**src/rtl/interval_timer_pkg.sv**
```systemverilog
// Shared constants for the interval timer and the time-parameter store:
// interval selector codes, timer state encoding and default counter width.
package interval_timer_pkg;

    localparam int CNT_W_DEFAULT = 4;

    localparam logic [1:0] SEL_BASE = 2'b00;
    localparam logic [1:0] SEL_EXT  = 2'b01;
    localparam logic [1:0] SEL_YEL  = 2'b10;
    localparam logic [1:0] SEL_DBL  = 2'b11;

    typedef enum logic [1:0] {
        ST_IDLE = 2'b00,
        ST_REQ  = 2'b01,
        ST_WAIT = 2'b10,
        ST_RUN  = 2'b11
    } timer_state_t;

endpackage

```
**src/rtl/interval_timer.sv**
```systemverilog
// Interval timer: fetches an interval length from the parameter store, counts
// it down on one-second ticks and pulses expired when it runs out.
module interval_timer
    import interval_timer_pkg::*;
#(
    parameter int CNT_W = CNT_W_DEFAULT
) (
    input  logic             clk,
    input  logic             Reset_N,
    input  logic             start,
    input  logic [1:0]       interval_sel,
    input  logic             one_hz_enable,
    input  logic [CNT_W-1:0] value,
    output logic [1:0]       time_selector,
    output logic             busy,
    output logic             expired,
    output logic [CNT_W-1:0] remaining,
    output logic [1:0]       state_dbg
);

    // Handshake: start is a single-cycle request sampled on clk; there is no
    // ready. A start while busy aborts the running interval without expiry.

    timer_state_t     state, state_n;
    logic [1:0]       sel_n;
    logic             busy_n;
    logic             expired_n;
    logic [CNT_W-1:0] remaining_n;
    logic             final_tick;

    assign final_tick = one_hz_enable && (remaining == CNT_W'(1));
    assign state_dbg  = state;

    always_ff @(posedge clk or negedge Reset_N) begin
        if (!Reset_N) begin
            state         <= ST_IDLE;
            time_selector <= SEL_BASE;
            busy          <= 1'b0;
            expired       <= 1'b0;
            remaining     <= '0;
        end else begin
            state         <= state_n;
            time_selector <= sel_n;
            busy          <= busy_n;
            expired       <= expired_n;
            remaining     <= remaining_n;
        end
    end

    always_comb begin
        state_n     = state;
        sel_n       = time_selector;
        busy_n      = busy;
        expired_n   = 1'b0;
        remaining_n = remaining;

        case (state)
            ST_IDLE: begin
                if (start) begin
                    sel_n   = interval_sel;
                    busy_n  = 1'b1;
                    state_n = ST_REQ;
                end
            end

            ST_REQ: begin
                if (start) begin
                    sel_n       = interval_sel;
                    remaining_n = '0;
                    state_n     = ST_REQ;
                end else begin
                    state_n = ST_WAIT;
                end
            end

            ST_WAIT: begin
                if (start) begin
                    sel_n       = interval_sel;
                    remaining_n = '0;
                    state_n     = ST_REQ;
                end else begin
                    remaining_n = value;
                    if (value == '0) begin
                        expired_n = 1'b1;
                        busy_n    = 1'b0;
                        state_n   = ST_IDLE;
                    end else begin
                        state_n = ST_RUN;
                    end
                end
            end

            ST_RUN: begin
                if (final_tick) begin
                    // The interval completed, so expired fires even if a new
                    // start arrives on the same edge.
                    remaining_n = '0;
                    expired_n   = 1'b1;
                    if (start) begin
                        sel_n   = interval_sel;
                        state_n = ST_REQ;
                    end else begin
                        busy_n  = 1'b0;
                        state_n = ST_IDLE;
                    end
                end else if (start) begin
                    sel_n       = interval_sel;
                    remaining_n = '0;
                    state_n     = ST_REQ;
                end else if (one_hz_enable && (remaining != '0)) begin
                    remaining_n = remaining - CNT_W'(1);
                end
            end

            default: begin
                state_n = ST_IDLE;
            end
        endcase
    end

endmodule

```
**config.mk**
```make
export PLATFORM = sky130hd
export DESIGN_NAME = interval_timer
export DESIGN_NICKNAME = d
export VERILOG_FILES = /design/src/rtl/interval_timer_pkg.sv /design/src/rtl/interval_timer.sv
export SDC_FILE = /design/constraint.sdc
export NUM_CORES = 1
export LEC_CHECK = 0
export CORE_MARGIN = 1.5
export CORE_UTILIZATION = 45
export DETAILED_ROUTE_END_ITERATION = 16
export PLACE_DENSITY = 0.85
export SYNTH_ARGS = -nofsm -noshare
export SYNTH_HDL_FRONTEND = slang
export SYNTH_SLANG_ARGS = --single-unit
export TNS_END_PERCENT = 20
```
**constraint.sdc**
```tcl
create_clock -name clk -period 2.4 [get_ports clk]
set_clock_uncertainty 0.15 [all_clocks]
set_input_delay 0.72 -clock clk [delete_from_list [all_inputs] [get_ports clk]]
set_output_delay 0.72 -clock clk [all_outputs]
set_load 0.005 [all_outputs]
```
---- Word-level counts from Yosys, hierarchy flattened ----
Cells that the tools add are included.
word-level totals
  flip-flop bits (word level) ............. 10
  bits of input ports ..................... 10
  logic and storage cells ................. 53
  output and inout port bits .............. 10
cells by class
  eq/ne operators ......................... 12
  reduce and logical (&&, ||, !) cells .... 10
  mux-type cells .......................... 25
  add/subtract/negate cells ............... 1
operators with widths
  operator               number
  $mux W4                5
  $mux W2                7
  $ne A2 B2 Y1 const B   6
  $pmux W4 S3            1
  $mux W1                9
  $pmux W2 S4            1
  $reduce_and A6 Y1      1
  $reduce_bool A3 Y1     2
  $eq A2 B2 Y1 const B   2
  $eq A4 B1 Y1 const B   1
  $logic_not A4 Y1       1
  $ne A4 B4 Y1 const B   1
  $reduce_bool A4 Y1     1
  $reduce_or A4 Y1       1
  $sub A4 B1 Y4 const B  1
  $pmux W1 S3            1
  $reduce_and A3 Y1      1
  $eq A2 B1 Y1 const B   1
  $logic_and A1 B1 Y1    2
  $logic_not A2 Y1       1
  $ne A2 B1 Y1 const B   1
  $pmux W1 S2            1

---- Logic depth before layout (Yosys ltp) ----
Gate-level depths: netlist of the first run.
  word-level depth ........................ 6
  gate-level depth with buffers ........... 7
  gate-level depth less buffers ........... 6

---- Worst setup path after synthesis of the first run ----
No wires, ideal clock.
  path kind ............................... reg-to-reg
  start point ............................. register remaining[0]
  end point ............................... register remaining[1]
  arrival time ............................ 1731 ps
  cell stages (with the launch flop) ...... 7
  library setup time ...................... 121 ps
  buffers on the path ..................... 0
  required time ........................... 2129 ps
  clock period less this slack ............ 2002 ps
  path slack .............................. 398 ps
  cells stage by stage .................... dfrtp_1 -> inv_1 -> ha_1 -> or4b_4 -> a221oi_4 -> nor2_1 -> a22o_1
between the ends
  word-level cells in the longest chain between the ends .. 5
  elaborated cells between the ends (all ways) .. 11
  classes of those cells .................. add/sub: 1; eq/ne: 2; mux: 4; reduce/logical: 4
RTL lines
  what                      RTL line               text
  start: declaration        interval_timer.sv:17   output logic [CNT_W-1:0] remaining,
  start signal: assignment  interval_timer.sv:46   remaining <= remaining_n;
  $sub A4 B1 Y4             interval_timer.sv:111  remaining_n = remaining - CNT_W'(1);
  $mux W4                   interval_timer.sv:110  end else if (one_hz_enable && (remaining != '0)) begin
  $mux W4                   interval_timer.sv:106  end else if (start) begin
  $mux W4                   interval_timer.sv:94   if (final_tick) begin
  $pmux W4 S3               interval_timer.sv:57   case (state)
Parallel ways exist; a longest one is shown, timed or not. The select of a mux whose other input is x is not followed.
A chain may end at the register's enable or synchronous reset.

---- Worst setup path after layout of the first run ----
  start point ............................. input value[0]
  end point ............................... register busy
between the ends
  word-level cells in the longest chain between the ends .. 3
RTL lines
  what                         RTL line              text
  start: declaration           interval_timer.sv:13  input logic [CNT_W-1:0] value,
  $logic_not A4 Y1             interval_timer.sv:83  if (value == '0) begin
  $ne A2 B2 Y1 (no line)       --
  $reduce_and A6 Y1 (no line)  --
  end signal: assignment       interval_timer.sv:44  busy <= busy_n;
  end: declaration             interval_timer.sv:15  output logic busy,
No other way between the ends.

==> results.cfg, run 1 <==
[synthesis]
yosysTopAreaCellShare = 0.362
ys_seq_area_frac = 0.362
netlist.top_cell.by_area = dfrtp_1
netlist_area_um2 = 691
synthCells = 72
synth.distinct_cells = 25
syn_nets = 89
ys_warn_count = 0
yosysMostFrequentCell = dfrtp_1
yosys_register_bits = 10
synth-async-reset-ratio = 1.00
synth_edf_count = 0
ys_top_cells_by_area = dfrtp_1, ha_1, o21ai_0
postSynthAreaPerCell_um2 = 9.59
synth_ff_type = dfrtp_1
synth_common_cells = dfrtp_1, ha_1, inv_1

[timing]
finalCritPeriodShare = 0.947
min_period_ns = 2.27
hold_viol = 0
fmax_mhz = 440
rsz0062_at_grt = no
relSlewSlack = 0.719
setup_violations = 0
report.final.slew_viol_count = 0
worst_pin_slew_ns = 0.421

[setup_path]
ff2ff_path_depth = 6
startpoint_type = primary input
critPathKind = in2reg
startpoint = value[0]
reg2reg_from = remaining[1]
arrival_ns = 2.26
reg2reg_slack_ns = 0.32
crit_fanout = 3
reg2reg_to = busy
setup.worst_path.end_class = flip-flop
cp.required_ns = 2.39

[routing]
firstDrtPassIters = 4
vias = 628
routed_wl_mm = 1.61
avgRoutedWirePerCell_um = 14.7
remaining_drc_errors = 0
via_per_inst = 5.76
ant_nets = 0
drt_iter0_markers = 16

[run]
maxCapViolations = 0

[floorplanning]
initial_core_util = 0.505
placementRows = 13
dieArea_um2 = 1780
dieHeight_um = 42.2
core_um2 = 1370
io_pins = 20
die_x_um = 42.2

[clock_network]
tritoncts = done
clk_path_buf_depth = 2
insertion_delay_ns = 0.25
post_cts_resized = 0
cts_setup_buffers = 0
root_buffer = clkbuf_4
ctsHoldBuffers = 0
cts_buffers = 3
clk_pin_slew_worst_paths_ns = 0.05
htreeDepth = 1
cts.sinks = 10

[worst_hold_path]
hold_depth = 1
hold_path_class = reg2reg
worstHoldEndpoint = time_selector[1]
hold_start = time_selector[1]

[placement]
port_buffers = 19
dp_hpwl_mm = 1.34
place_congestion = 0.849
dp_cells = 106
dpl-instance-area_um2 = 911

[global_route]
grt_pass1_vias = 622
grtUsageTotal = 0.206
grt_max_degree = 12
antenna_found_initial = 0
grt_overflow = 0
grt_pass1_wl_mm = 2.76

[power_and_ir_drop]
ir_drop_mv = 0.654
p_leak_nw = 0.385
pwr_density_cell_nw_per_um2 = 1110
fin_total_pwr_w = 0.00103

[layout]
fill_cells = 114
fin_cells = 109
layout.nets = 113
diodes = 0
multiInputGateArea_um2 = 403
final_layout_size_suffix_gt1_frac = 0.128
final_cell_area_um2 = 933
final_util = 0.683
seqCellArea_um2 = 250
syn2layout_area_growth_pct = 35.1

[outcome]
status = complete, no violations
[per-layer routing]
metal,wire (um),global-route usage,part of all wire
met3,86,0.0474,0.054
met4,37,0.106,0.023
met2,801,0.317,0.50
met1,681,0.268,0.42
met5,0,0,0
[cells in the final DEF, fill, tap and decap left out]
| master | n |
|---|---|
| o22a_1 | 1 |
| o22ai_1 | 1 |
| mux2_2 | 2 |
| nor3b_1 | 1 |
| o31ai_1 | 4 |
| buf_4 | 3 |
| a22o_1 | 2 |
| nor3_1 | 3 |
| dfrtp_1 | 10 |
| nor2_1 | 3 |
| inv_1 | 7 |
| clkbuf_4 | 3 |
| or4_1 | 1 |
| nand3_1 | 1 |
| a21oi_1 | 5 |
| or4b_4 | 1 |
| clkdlybuf4s50_1 | 19 |
| or4bb_2 | 1 |
| ha_1 | 7 |
| and4bb_2 | 1 |
| a221oi_4 | 1 |
| a2bb2oi_1 | 1 |
| o21ai_0 | 6 |
| nor4b_1 | 1 |
| nand2_1 | 6 |
| xnor2_1 | 1 |
| a22oi_1 | 2 |
[layout make-up]
class	instances	area share
Clock buffer	3	0.0241
Inverter	7	0.0282
Multi-Input combinational cell	52	0.432
Sequential cell	10	0.268
Tap cell	15	0.0201
Timing Repair Buffer	22	0.228
[power breakdown]
part / switching [W] / total, W / internal (W)
registers: 0.0000533 / 0.000270 / 0.000216
logic: 0.000314 / 0.000661 / 0.000348
clock network: 0.0000465 / 0.000104 / 0.0000573
[worst max-delay path, stage by stage]
cell and delay (ns):
clkdlybuf4s50_1 0.44, or4_1 0.59, o21ai_0 0.22, nand3_1 0.10, a22o_1 0.19
[logic make-up after synthesis]
kind of cell	share of synthesized area
adder cells (fa/ha/maj)	0.127
flip-flops	0.362
AND/OR/NAND/NOR	0.168
buffers and inverters	0.0544
AO/OA/AOI/OAI	0.243
XOR/XNOR	0.0127
multiplexers	0.0326
[sequential cells by signal, summed over array words and instances, names as in the netlist]
register       cells
busy               1
remaining          4
expired            1
time_selector      2
state_dbg          2
[worst max path at each step]
stage,to,slack (ns),cells past startpoint
2_1_floorplan,remaining[1],0.40,6
3_5_place_dp,busy,-0.11,5
5_1_grt,busy,0.05,5
6_report,busy,0.13,5
3_3_place_gp,busy,-0.08,5
4_1_cts,busy,0.15,5
[through the flow]
| step | worst slack [ns] | setup TNS (ns) | hold WS [ns] |
|---|---|---|---|
| floorplan | 0.398 | 0 | 0.274 |
| global placement | -0.0788 | -0.118 | 0.342 |
| detailed placement | -0.115 | -0.182 | 0.340 |
| CTS | 0.152 | 0 | 0.358 |
| global route | 0.0450 | 0 | 0.371 |
| finish | 0.128 | 0 | 0.354 |
No activity file was read; power rests on OpenSTA's default activity.
==> run 2: changes to the inputs <==
--- a/config.mk
+++ b/config.mk
@@ -9,6 +9,7 @@
 export CORE_UTILIZATION = 45
 export DETAILED_ROUTE_END_ITERATION = 16
 export PLACE_DENSITY = 0.85
+export REMOVE_ABC_BUFFERS = 1
 export SYNTH_ARGS = -nofsm -noshare
 export SYNTH_HDL_FRONTEND = slang
 export SYNTH_SLANG_ARGS = --single-unit
==> run 2 against run 1 <==
  * Cell count unchanged
  * Utilization rose by 0.46 points
  * Worst setup slack improved by 0.030 ns
  * Critical path depth stayed put
  * Highest routed layer unchanged
==> results.cfg, run 2 (synthesized netlist as in run 1, its figures left out) <==
[outcome]
status = complete, no violations

[clock_network]
cts_setup_buffers = 0
ctsHoldBuffers = 0
cts_buffers = 3
tritoncts = done
insertion_delay_ns = 0.27
cts.sinks = 10
htreeDepth = 1
post_cts_resized = 0
clk_path_buf_depth = 2
root_buffer = clkbuf_4
clk_pin_slew_worst_paths_ns = 0.08

[routing]
drt_iter0_markers = 18
firstDrtPassIters = 6
via_per_inst = 6.17
avgRoutedWirePerCell_um = 15.7
ant_nets = 0
remaining_drc_errors = 0
vias = 672
routed_wl_mm = 1.71

[timing]
relSlewSlack = 0.696
report.final.slew_viol_count = 0
fin_hold_ws_ns = 0.368
min_period_ns = 2.24
worst_slack_ns = 0.157
rsz0062_at_grt = no
finalCritPeriodShare = 0.934
fmax_mhz = 446
hold_viol = 0
worst_pin_slew_ns = 0.455
setup_violations = 0

[layout]
final_common_cell = clkdlybuf4s50_1
regMostFlops = remaining
largest_reg_flops = 4
layout.cells.most_common_list = clkdlybuf4s50_1, dfrtp_1, inv_1, ha_1
layout.nets = 112
final_layout_size_suffix_gt1_frac = 0.128
diodes = 0
final_cell_area_um2 = 940
seqCellArea_um2 = 250
syn2layout_area_growth_pct = 36.1
final_util = 0.688
multiInputGateArea_um2 = 403
fill_cells = 115

[placement]
dpl-instance-area_um2 = 903
post-place-ws_ns = -0.111
dp_hpwl_mm = 1.29
port_buffers = 19
place_congestion = 0.888

[run]
maxCapViolations = 0

[floorplanning]
placementRows = 13
dieArea_um2 = 1780
core_um2 = 1370
die_x_um = 42.2
io_pins = 20
dieHeight_um = 42.2
initial_core_util = 0.505

[power_and_ir_drop]
fin_total_pwr_w = 0.00108
ir_drop_mv = 0.646
p_leak_nw = 0.388
pwr_density_cell_nw_per_um2 = 1150

[setup_path]
setup.worst_path.end_class = flip-flop
crit_fanout = 3
critPathKind = in2reg
arrival_ns = 2.26
ff2ff_path_depth = 6
startpoint_type = primary input
cp.required_ns = 2.42

[global_route]
grt_max_degree = 12
antenna_found_initial = 0
grt_pass1_vias = 659
grtUsageTotal = 0.213
grt_overflow = 0
grt_pass1_wl_mm = 2.86

[worst_hold_path]
hold_path_class = reg2reg
hold_depth = 1
run 2: cell types whose count changed in the layout (fill, tap and decap cells not counted), sizes merged:
cell / delta
buf: -1
clkbuf: +1
run 2: per-layer routing:
layer	share of wire	up-vias	GRT usage
met5	0	-	0
met1	0.37	318	0.273
met2	0.49	42	0.320
li1	-	306	-
met4	0.014	0	0.100
met3	0.12	6	0.0733
run 2: power by group:
part | internal (W) | switching (W)
logic | 0.000329 | 0.000324
registers | 0.000216 | 0.0000561
clock network | 0.0000923 | 0.0000641
total | 0.000637 | 0.000444
run 2: path summary, 6_finish.rpt:
kind	endpoint	slack, ns	from
max	busy	0.16	value[0]
max in group asynchronous	state_dbg[1]	1.17	Reset_N
min in group asynchronous	remaining[0]	0.61	Reset_N
max reg2reg	remaining[1]	0.19	remaining[0]
min	time_selector[0]	0.37	time_selector[0]
min reg2reg	time_selector[0]	0.37	time_selector[0]
run 2: cell type report:
cell class              instances  area share
well taps                      15      0.0200
clock buffers                   4      0.0386
repair buffers                 21       0.218
multi-input cells              52       0.429
inverters                       7      0.0280
flip-flops and latches         10       0.266
run 2: worst max-delay path, cell delays in order:
cell	delay, ns
clkdlybuf4s50_1	0.43
or4_1	0.58
o21ai_0	0.24
nand3_1	0.10
a22o_1	0.19
run 2: through the flow:
step,TNS (ns),std cells
after global placement,-0.0810,105
final,0,109
after detailed placement,-0.233,105
after CTS,0,109
after floorplan,0,69
after global routing,0,109
